$ cat config.mk
export PLATFORM = sky130hd
export DESIGN_NAME = lane_pipe
export DESIGN_NICKNAME = d
export VERILOG_FILES = /design/src/rtl/lane_pipe_pkg.sv /design/src/rtl/lane_pipe_stage.sv /design/src/rtl/lane_pipe.sv
export SDC_FILE = /design/constraint.sdc
export NUM_CORES = 1
export LEC_CHECK = 0
export CAP_MARGIN = 0
export CELL_PAD_IN_SITES_DETAIL_PLACEMENT = 0
export CELL_PAD_IN_SITES_GLOBAL_PLACEMENT = 1
export CORE_ASPECT_RATIO = 0.8
export CORE_UTILIZATION = 46
export DETAILED_ROUTE_END_ITERATION = 10
export PLACE_DENSITY_LB_ADDON = 0.08
export SLEW_MARGIN = 15
export SYNTH_ARGS = -nofsm -noshare
export SYNTH_HDL_FRONTEND = slang
export SYNTH_SLANG_ARGS = --single-unit
$ cat constraint.sdc
create_clock -name clk -period 2.8 [get_ports clk]
set_input_delay 0.42 -clock clk [delete_from_list [all_inputs] [get_ports clk]]
set_output_delay 0.42 -clock clk [all_outputs]
set_load 0.03 [all_outputs]
$ cat src/rtl/lane_pipe_pkg.sv
// Shared stage-state encoding, default sizes and flattened-bus slice helper for lane_pipe.
// Optional per-lane transfer counters are enabled with LANE_PIPE_STATS_EN.
`ifndef LANE_PIPE_SLICE
`define LANE_PIPE_SLICE(bus, idx, w) bus[(idx)*(w) +: (w)]
`endif

package lane_pipe_pkg;

  localparam int unsigned DefWidth    = 8;
  localparam int unsigned DefChannels = 2;
  localparam int unsigned DefDepth    = 2;
  localparam int unsigned DefCountW   = 16;

  typedef enum logic [1:0] {
    StEmpty = 2'd0,
    StOne   = 2'd1,
    StFull  = 2'd2
  } stage_state_e;

  function automatic stage_state_e stage_state(input logic main_v, input logic skid_v);
    if (skid_v) return StFull;
    if (main_v) return StOne;
    return StEmpty;
  endfunction

endpackage

$ cat src/rtl/lane_pipe_stage.sv
// One valid/ready register slice with a skid register; upstream ready comes from a flop only.
module lane_pipe_stage
  import lane_pipe_pkg::*;
#(
  parameter int unsigned Width = DefWidth
) (
  input  logic             clk_i,
  input  logic             rst_ni,
  input  logic             valid_i,
  output logic             ready_o,
  input  logic [Width-1:0] data_i,
  output logic             valid_o,
  input  logic             ready_i,
  output logic [Width-1:0] data_o
);

  logic             main_v_q, main_v_d;
  logic             skid_v_q, skid_v_d;
  logic [Width-1:0] main_q, main_d;
  logic [Width-1:0] skid_q, skid_d;
  logic             ready_q;
  logic             accept;
  logic             take;
  stage_state_e     state;

  assign state   = stage_state(main_v_q, skid_v_q);
  // Reset gating keeps ready low during reset even before the first edge.
  assign ready_o = ready_q & rst_ni;
  assign accept  = valid_i & ready_o;
  assign take    = main_v_q & ready_i;
  assign valid_o = main_v_q;
  assign data_o  = main_q;

  always_comb begin
    main_v_d = main_v_q;
    skid_v_d = skid_v_q;
    main_d   = main_q;
    skid_d   = skid_q;
    case (state)
      StEmpty: begin
        if (accept) begin
          main_v_d = 1'b1;
          main_d   = data_i;
        end
      end
      StOne: begin
        if (accept && take) begin
          main_d = data_i;
        end else if (accept) begin
          skid_v_d = 1'b1;
          skid_d   = data_i;
        end else if (take) begin
          main_v_d = 1'b0;
        end
      end
      StFull: begin
        if (take) begin
          main_d   = skid_q;
          skid_v_d = 1'b0;
        end
      end
      default: ;
    endcase
  end

  always_ff @(posedge clk_i) begin
    if (!rst_ni) begin
      main_v_q <= 1'b0;
      skid_v_q <= 1'b0;
      main_q   <= '0;
      skid_q   <= '0;
      ready_q  <= 1'b0;
    end else begin
      main_v_q <= main_v_d;
      skid_v_q <= skid_v_d;
      main_q   <= main_d;
      skid_q   <= skid_d;
      ready_q  <= ~skid_v_d;
    end
  end

endmodule

$ cat src/rtl/lane_pipe.sv
// CHANNELS independent lanes, each a chain of DEPTH skid slices (DEPTH=0 is pure wires).
// Define LANE_PIPE_STATS_EN to add per-lane output transfer counters on stat_count.
module lane_pipe
  import lane_pipe_pkg::*;
#(
  parameter int unsigned WIDTH    = DefWidth,
  parameter int unsigned CHANNELS = DefChannels,
  parameter int unsigned DEPTH    = DefDepth,
  parameter int unsigned COUNT_W  = DefCountW
) (
  input  logic                      clk,
  input  logic                      rst_n,
  input  logic [CHANNELS-1:0]       in_valid,
  output logic [CHANNELS-1:0]       in_ready,
  input  logic [CHANNELS*WIDTH-1:0] in_data,
  output logic [CHANNELS-1:0]       out_valid,
  input  logic [CHANNELS-1:0]       out_ready,
  output logic [CHANNELS*WIDTH-1:0] out_data
`ifdef LANE_PIPE_STATS_EN
  ,
  output logic [CHANNELS*COUNT_W-1:0] stat_count
`endif
);

  for (genvar l = 0; l < CHANNELS; l++) begin : g_lane
    if (DEPTH == 0) begin : g_bypass
      assign out_valid[l]                        = in_valid[l];
      assign in_ready[l]                         = out_ready[l];
      assign `LANE_PIPE_SLICE(out_data, l, WIDTH) = `LANE_PIPE_SLICE(in_data, l, WIDTH);
    end else begin : g_pipe
      logic [DEPTH:0]   v;
      logic [DEPTH:0]   r;
      logic [WIDTH-1:0] d [DEPTH+1];

      assign v[0]        = in_valid[l];
      assign d[0]        = `LANE_PIPE_SLICE(in_data, l, WIDTH);
      assign in_ready[l] = r[0];

      for (genvar s = 0; s < DEPTH; s++) begin : g_stage
        lane_pipe_stage #(
          .Width(WIDTH)
        ) u_stage (
          .clk_i  (clk),
          .rst_ni (rst_n),
          .valid_i(v[s]),
          .ready_o(r[s]),
          .data_i (d[s]),
          .valid_o(v[s+1]),
          .ready_i(r[s+1]),
          .data_o (d[s+1])
        );
      end

      assign out_valid[l]                         = v[DEPTH];
      assign r[DEPTH]                             = out_ready[l];
      assign `LANE_PIPE_SLICE(out_data, l, WIDTH) = d[DEPTH];
    end
  end

  if (DEPTH == 0) begin : g_no_state
    logic unused_clk_rst;
    assign unused_clk_rst = clk ^ rst_n;
  end

`ifdef LANE_PIPE_STATS_EN
  for (genvar l = 0; l < CHANNELS; l++) begin : g_stat
    logic [COUNT_W-1:0] cnt_q, cnt_d;

    assign cnt_d = (out_valid[l] && out_ready[l]) ? cnt_q + COUNT_W'(1) : cnt_q;

    always_ff @(posedge clk) begin
      if (!rst_n) begin
        cnt_q <= '0;
      end else begin
        cnt_q <= cnt_d;
      end
    end

    assign `LANE_PIPE_SLICE(stat_count, l, COUNT_W) = cnt_q;
  end
`else
  // Counters compiled out; keep COUNT_W referenced.
  logic [COUNT_W-1:0] unused_count_w;
  assign unused_count_w = '0;
`endif

endmodule

==> results_dict.tcl, run 1 <==
set metrics [dict create \
    fillers 695 \
    die_width_um 100.8 \
    areaGrowthSynthToFinish_pct 12.65 \
    setup_ws_ps 626.9 \
    crit_path_cell_trace "clkdlybuf4s50_1 > buf_4 > and2_1 > buf_4" \
    leakagePower_nw 1.338 \
    overflow 0 \
    cp.buffers_inverters 3 \
    cts_tree "yes" \
    slew_headroom 0.5322 \
    seqCellArea_mm2 0.001521 \
    cts_buffers 9 \
    yosys_warnings 0 \
    port-buffer-count 41 \
    worst_r2r_path_depth 3 \
    cts_resized 0 \
    grt_pass1_wl_um 12440 \
    cp_slowest_stage_delay_ps 690 \
    cp_slowest_cell "clkdlybuf4s50_1" \
    netlist_area_mm2 0.003590 \
    peakVddDrop_mv 0.3167 \
    worst_pin_slew_ps 700.7 \
    yosysUniqueCellTypes 35 \
    hold_buffers 0 \
    r2r_setup_slack_ps 1000 \
    cp.depth 4 \
    hold_viol_final 0 \
    min-delay-start "g_lane[1].g_pipe.g_stage[0].u_stage.data_o[4]" \
    cp.required_ps 2380 \
    h-tree-depth 3 \
    outcome "completed" \
    setup-tns-final_ps 0 \
    place_inst 497 \
    placementRows 28 \
    design.die.area_mm2 0.008163 \
    antenna_found_initial 0 \
    drt-pass1-iter-count 4 \
    grt_pass1_vias 2452 \
    power_density_mw_per_mm2 573.5 \
    cp.arrival_ps 1750 \
    synth_seq_area_share 0.4238 \
    period_minus_slack_ps 2173 \
    core_mm2 0.007462 \
    insertion_delay_ps 340 \
    slew_violations 0 \
    cts.clk_slew.worst_paths_ps 80 \
    final_cells 512 \
    start_util 0.4811 \
    dpl_worst_slack_ps 562.0 \
    drt_iter0_drc 147 \
    syn_avg_cell_area_um2 8.997 \
    antenna_cells 0 \
    grt_usage 0.1979 \
    vias_per_cell 5.563 \
    grt_max_degree 39 \
    finalWirelength_um 7560 \
    hpwl_um 5119 \
    cp_top_family "buffers and inverters" \
    holdPathEnd "g_lane[1].g_pipe.g_stage[1].u_stage.skid_q[4]" \
    setup_viol 0 \
    cts_buffer_depth 2 \
    reg2reg_to "g_lane[1].g_pipe.g_stage[1].u_stage.data_o[7]" \
    maxCapViolCount 0 \
    gp_congestion 0.7668 \
    start_kind "input pin" \
    io_pins 42 \
    path_class "in -> out" \
    drive_gt1_frac 0.1474 \
    holdPathStages 2 \
    hp-class "reg -> reg" \
    cp_max_fo 21 \
    endpoint_kind "output pin" \
    ys_ff_latch 76 \
    postRouteAntennaNets 0 \
    postCtsSetupRepairBufs 0 \
    fin_skew_ps 9.459 \
    clkSinkCount 76 \
    power_mw 2.319 \
    via_count 2848 \
    path_common_cell "buf_4" \
    synthCells 399 \
    die_height_um 81.01 \
    synthesis.nets 421 \
    drc 0 \
    multi_input_area_mm2 0.001665 \
    period_share 0.7761 \
    cts-root-buf "clkbuf_8" \
    fmaxAchievable_mhz 460.2 \
    rsz0062_at_grt "no" \
    final_nets 425 \
    routedWlPerCell_um 14.77 \
]
-- registers in the layout, indices dropped and copies added, names as in the netlist, named ones only --
name and count:
g_lane.g_pipe.g_stage.u_stage.ready_q 4, g_lane.g_pipe.g_stage.u_stage.data_o 32, g_lane.g_pipe.g_stage.u_stage.valid_o 4, g_lane.g_pipe.g_stage.u_stage.skid_q 32
-- layout by cell type, fill, tap and decap left out, types with 2 or more instances in the layout --
| master | count |
|---|---|
| a21oi_2 | 3 |
| dfxtp_1 | 76 |
| o21ai_0 | 35 |
| buf_4 | 6 |
| nand4b_1 | 2 |
| a31oi_1 | 4 |
| nand3_1 | 32 |
| nor2_1 | 5 |
| a211oi_1 | 32 |
| or2_0 | 2 |
| inv_1 | 20 |
| mux2_2 | 16 |
| a21oi_1 | 39 |
| and2_1 | 7 |
| o221a_2 | 16 |
| nand3b_1 | 6 |
| and3b_1 | 5 |
| clkdlybuf4s50_1 | 39 |
| clkbuf_8 | 10 |
| bufinv_16 | 2 |
| o211ai_1 | 16 |
| nand2b_1 | 3 |
| nand2_1 | 19 |
-- metal layers --
metal,GRT usage,share of wire
met1,0.3116,0.56
met2,0.2555,0.39
met3,0.06024,0.049
met4,0.04348,0.0041
met5,0,0
-- synthesized netlist by cell type --
cell type	count	area, um2
a211oi_1	32	240.2
buf_2	11	55.05
and4b_1	1	10.01
o221a_2	16	180.2
o21ai_0	35	175.2
buf_4	20	150.1
a2bb2oi_1	1	8.760
a21boi_2	1	11.26
nand4b_1	2	17.52
a21o_1	1	7.510
or2_0	2	12.51
inv_1	20	75.07
buf_6	5	56.30
mux2_2	16	180.2
and3b_2	1	10.01
a21oi_2	3	26.28
o211ai_1	16	120.1
a21oi_1	39	195.2
nand3_1	32	160.2
nand2_1	19	71.32
clkbuf_2	1	5.000
nand2_2	1	6.260
a21oi_4	1	16.27
nor2b_1	1	6.260
dlygate4sd1_1	1	8.760
nor2_1	5	18.77
and2_1	7	43.79
and3b_1	5	43.79
buf_1	1	3.750
a21o_4	1	15.01
nand2b_1	3	18.77
clkbuf_1	13	48.80
nand3b_1	6	45.04
dfxtp_1	76	1521
a31oi_1	4	25.02
-- power breakdown --
| group | internal (mW) | switching [mW] | leakage, nW |
|---|---|---|---|
| registers | 1.12 | 0.0327 | 0.618 |
| clock network | 0.522 | 0.391 | 0.109 |
| logic | 0.112 | 0.143 | 0.611 |
-- cells by family (layout without fill, tap and decap cells) --
kind of cell,count (synthesis),count (layout),share of synthesized area
AO/OA/AOI/OAI,150,150,0.2844
flip-flops,76,76,0.4238
AND/OR/NAND/NOR,85,85,0.1293
buffers and inverters,72,80,0.1122
multiplexers,16,16,0.05019
-- per-stage QoR --
| stage | utilization | hold slack (ps) | instance area, um2 |
|---|---|---|---|
| CTS | 0.5419 | 457.4 | 4044 |
| floorplan | - | 443.7 | 3590 |
| global route | 0.5419 | 470.5 | 4044 |
| finish | 0.5419 | 453.4 | 4044 |
| global placement | 0.5131 | 451.1 | 3829 |
| detailed placement | 0.5131 | 457.9 | 3829 |
-- worst max path at each step --
stage,end,startpoint
floorplan,in_ready[0],rst_n
global placement,g_lane[1].g_pipe.g_stage[1].u_stage.data_o[7],rst_n
detailed placement,g_lane[0].g_pipe.g_stage[1].u_stage.data_o[0],rst_n
CTS,in_ready[0],rst_n
global route,in_ready[0],rst_n
finish,in_ready[0],rst_n
-- final cells by class --
| type | instances | area share |
|---|---|---|
| clock buffers | 11 | 0.03496 |
| inverters | 20 | 0.01856 |
| multi-input cells | 251 | 0.4118 |
| clock inverters | 4 | 0.01825 |
| repair buffers | 45 | 0.1077 |
| well taps | 105 | 0.03249 |
| flip-flops and latches | 76 | 0.3762 |
-- worst min-delay path, delay by kind of cell (launching register included) --
kind / cells / cell delay (ps)
AOI/OAI and AO/OA: 1 / 50
DFF: 1 / 310
and+or+nand+nor: 1 / 60
Note: power is estimated with default switching activity, not from simulation.
==> run 2, diff against run 1 <==
- CORE_UTILIZATION: 46 -> 42
- clock period: 2.8 -> 2.2 ns (I/O delays scaled with it)
==> run 2 against run 1 <==
- power up 39%
- sequential power grew 27%
- non-clock buffer count is 4 higher
==> results_dict.tcl, run 2 (synthesis results as in run 1) <==
set metrics [dict create \
    outcome "completed" \
    areaGrowthSynthToFinish_pct 15.51 \
    fin_skew_ps 11.39 \
    h-tree-depth 3 \
    setup_viol 0 \
    drive_gt1_frac 0.1582 \
    start_kind "register" \
    setup-tns-final_ps 0 \
    routedWlPerCell_um 14.81 \
    period_minus_slack_ps 1911 \
    final_nets 429 \
    cp_slowest_cell "clkdlybuf4s50_1" \
    cts_tree "yes" \
    insertion_delay_ps 350 \
    drt-pass1-iter-count 4 \
    io_pins 42 \
    seqCellArea_mm2 0.001521 \
    port-buffer-count 41 \
    hp-class "reg -> reg" \
    rsz0062_at_grt "no" \
    placementRows 29 \
    crit_path_cell_trace "clkdlybuf4s50_1" \
    grt_util_met1 0.2876 \
    die_width_um 105.4 \
    setup_ws_ps 289.1 \
    path_class "reg -> out" \
    power_density_mw_per_mm2 777.2 \
    cts_buffer_depth 2 \
    final_common_cell "dfxtp_1" \
    cp_max_fo 8 \
    slew_violations 0 \
    place_area_mm2 0.003875 \
    grt_pass1_vias 2392 \
    cts-root-buf "clkbuf_8" \
    start_util 0.4436 \
    drt_iter0_drc 113 \
    cp_top_family "buffers and inverters" \
    met2_usage 0.2350 \
    met3_usage 0.04581 \
    hold_buffers 0 \
    fin_area_mm2 0.004146 \
    antenna_cells 0 \
    cts.clk_slew.worst_paths_ps 70 \
    design.die.area_mm2 0.008923 \
    via_count 2793 \
    finalWirelength_um 7687 \
    fillers 768 \
    hold_viol_final 0 \
    endpoint_kind "output pin" \
    final_cells 519 \
    vias_per_cell 5.382 \
    grt_pass1_wl_um 12680 \
    hpwl_um 5254 \
    dpl_worst_slack_ps 193.1 \
    maxCapViolCount 0 \
    antenna_found_initial 0 \
    final_cell_mix "dfxtp_1 (76), a21oi_1 (39), clkdlybuf4s50_1 (39)" \
    drc 0 \
    place_inst 504 \
    multi_input_area_mm2 0.001665 \
    slew_headroom 0.6470 \
    gp_congestion 0.7297 \
    overflow 0 \
    cp.required_ps 1870 \
    die_height_um 84.69 \
    peakVddDrop_mv 0.3362 \
    leakagePower_nw 1.390 \
    cts_resized 0 \
    period_share 0.8686 \
    power_mw 3.223 \
    postRouteAntennaNets 0 \
    clkSinkCount 76 \
    grt_max_degree 37 \
    core_mm2 0.008092 \
    postCtsSetupRepairBufs 0 \
    grt_usage 0.1831 \
    fmaxAchievable_mhz 523.3 \
    cp.buffers_inverters 1 \
    cts_buffers 9 \
    cp.arrival_ps 1580 \
    worst_pin_slew_ps 528.7 \
    busiest_layer "met1" \
    cp_slowest_stage_delay_ps 750 \
]
-- run 2: path summary, 6_finish.rpt --
check                                           startpoint                                       endpoint  slack [ps]  depth (start not counted)
max reg2reg                                       register  g_lane[1].g_pipe.g_stage[0].u_stage.data_o[0]         630                          3
min          g_lane[0].g_pipe.g_stage[0].u_stage.data_o[5]  g_lane[0].g_pipe.g_stage[1].u_stage.skid_q[5]         460                          2
max            g_lane[1].g_pipe.g_stage[1].u_stage.valid_o                                   out_valid[1]         290                          1
min reg2reg  g_lane[0].g_pipe.g_stage[0].u_stage.data_o[5]  g_lane[0].g_pipe.g_stage[1].u_stage.skid_q[5]         460                          2
-- run 2: power by group --
group | switching, mW | internal (mW) | total [mW]
combinational | 0.183 | 0.147 | 0.330
clock | 0.507 | 0.924 | 1.43
sequential | 0.0384 | 1.42 | 1.46
total | 0.728 | 2.49 | 3.22
-- run 2: cell type report --
cell class	count	area share
timing repair buffer	49	0.1153
clock inverter	4	0.02897
clock buffer	11	0.03651
inverter	20	0.01810
sequential	76	0.3669
tap	108	0.03259
multi-input combinational	251	0.4016
-- run 2: per-stage QoR --
stage / hold slack (ps) / utilization
finish: 461.7 / 0.5124
global route: 492.8 / 0.5124
CTS: 466.1 / 0.5124
detailed placement: 453.1 / 0.4789
global placement: 454.2 / 0.4789
floorplan: 443.7 / -
-- run 2: per-layer routing --
metal	vias up	part of all wire
met5	-	0
met2	84	0.38
li1	1462	-
met3	8	0.056
met1	1239	0.55
met4	0	0.012
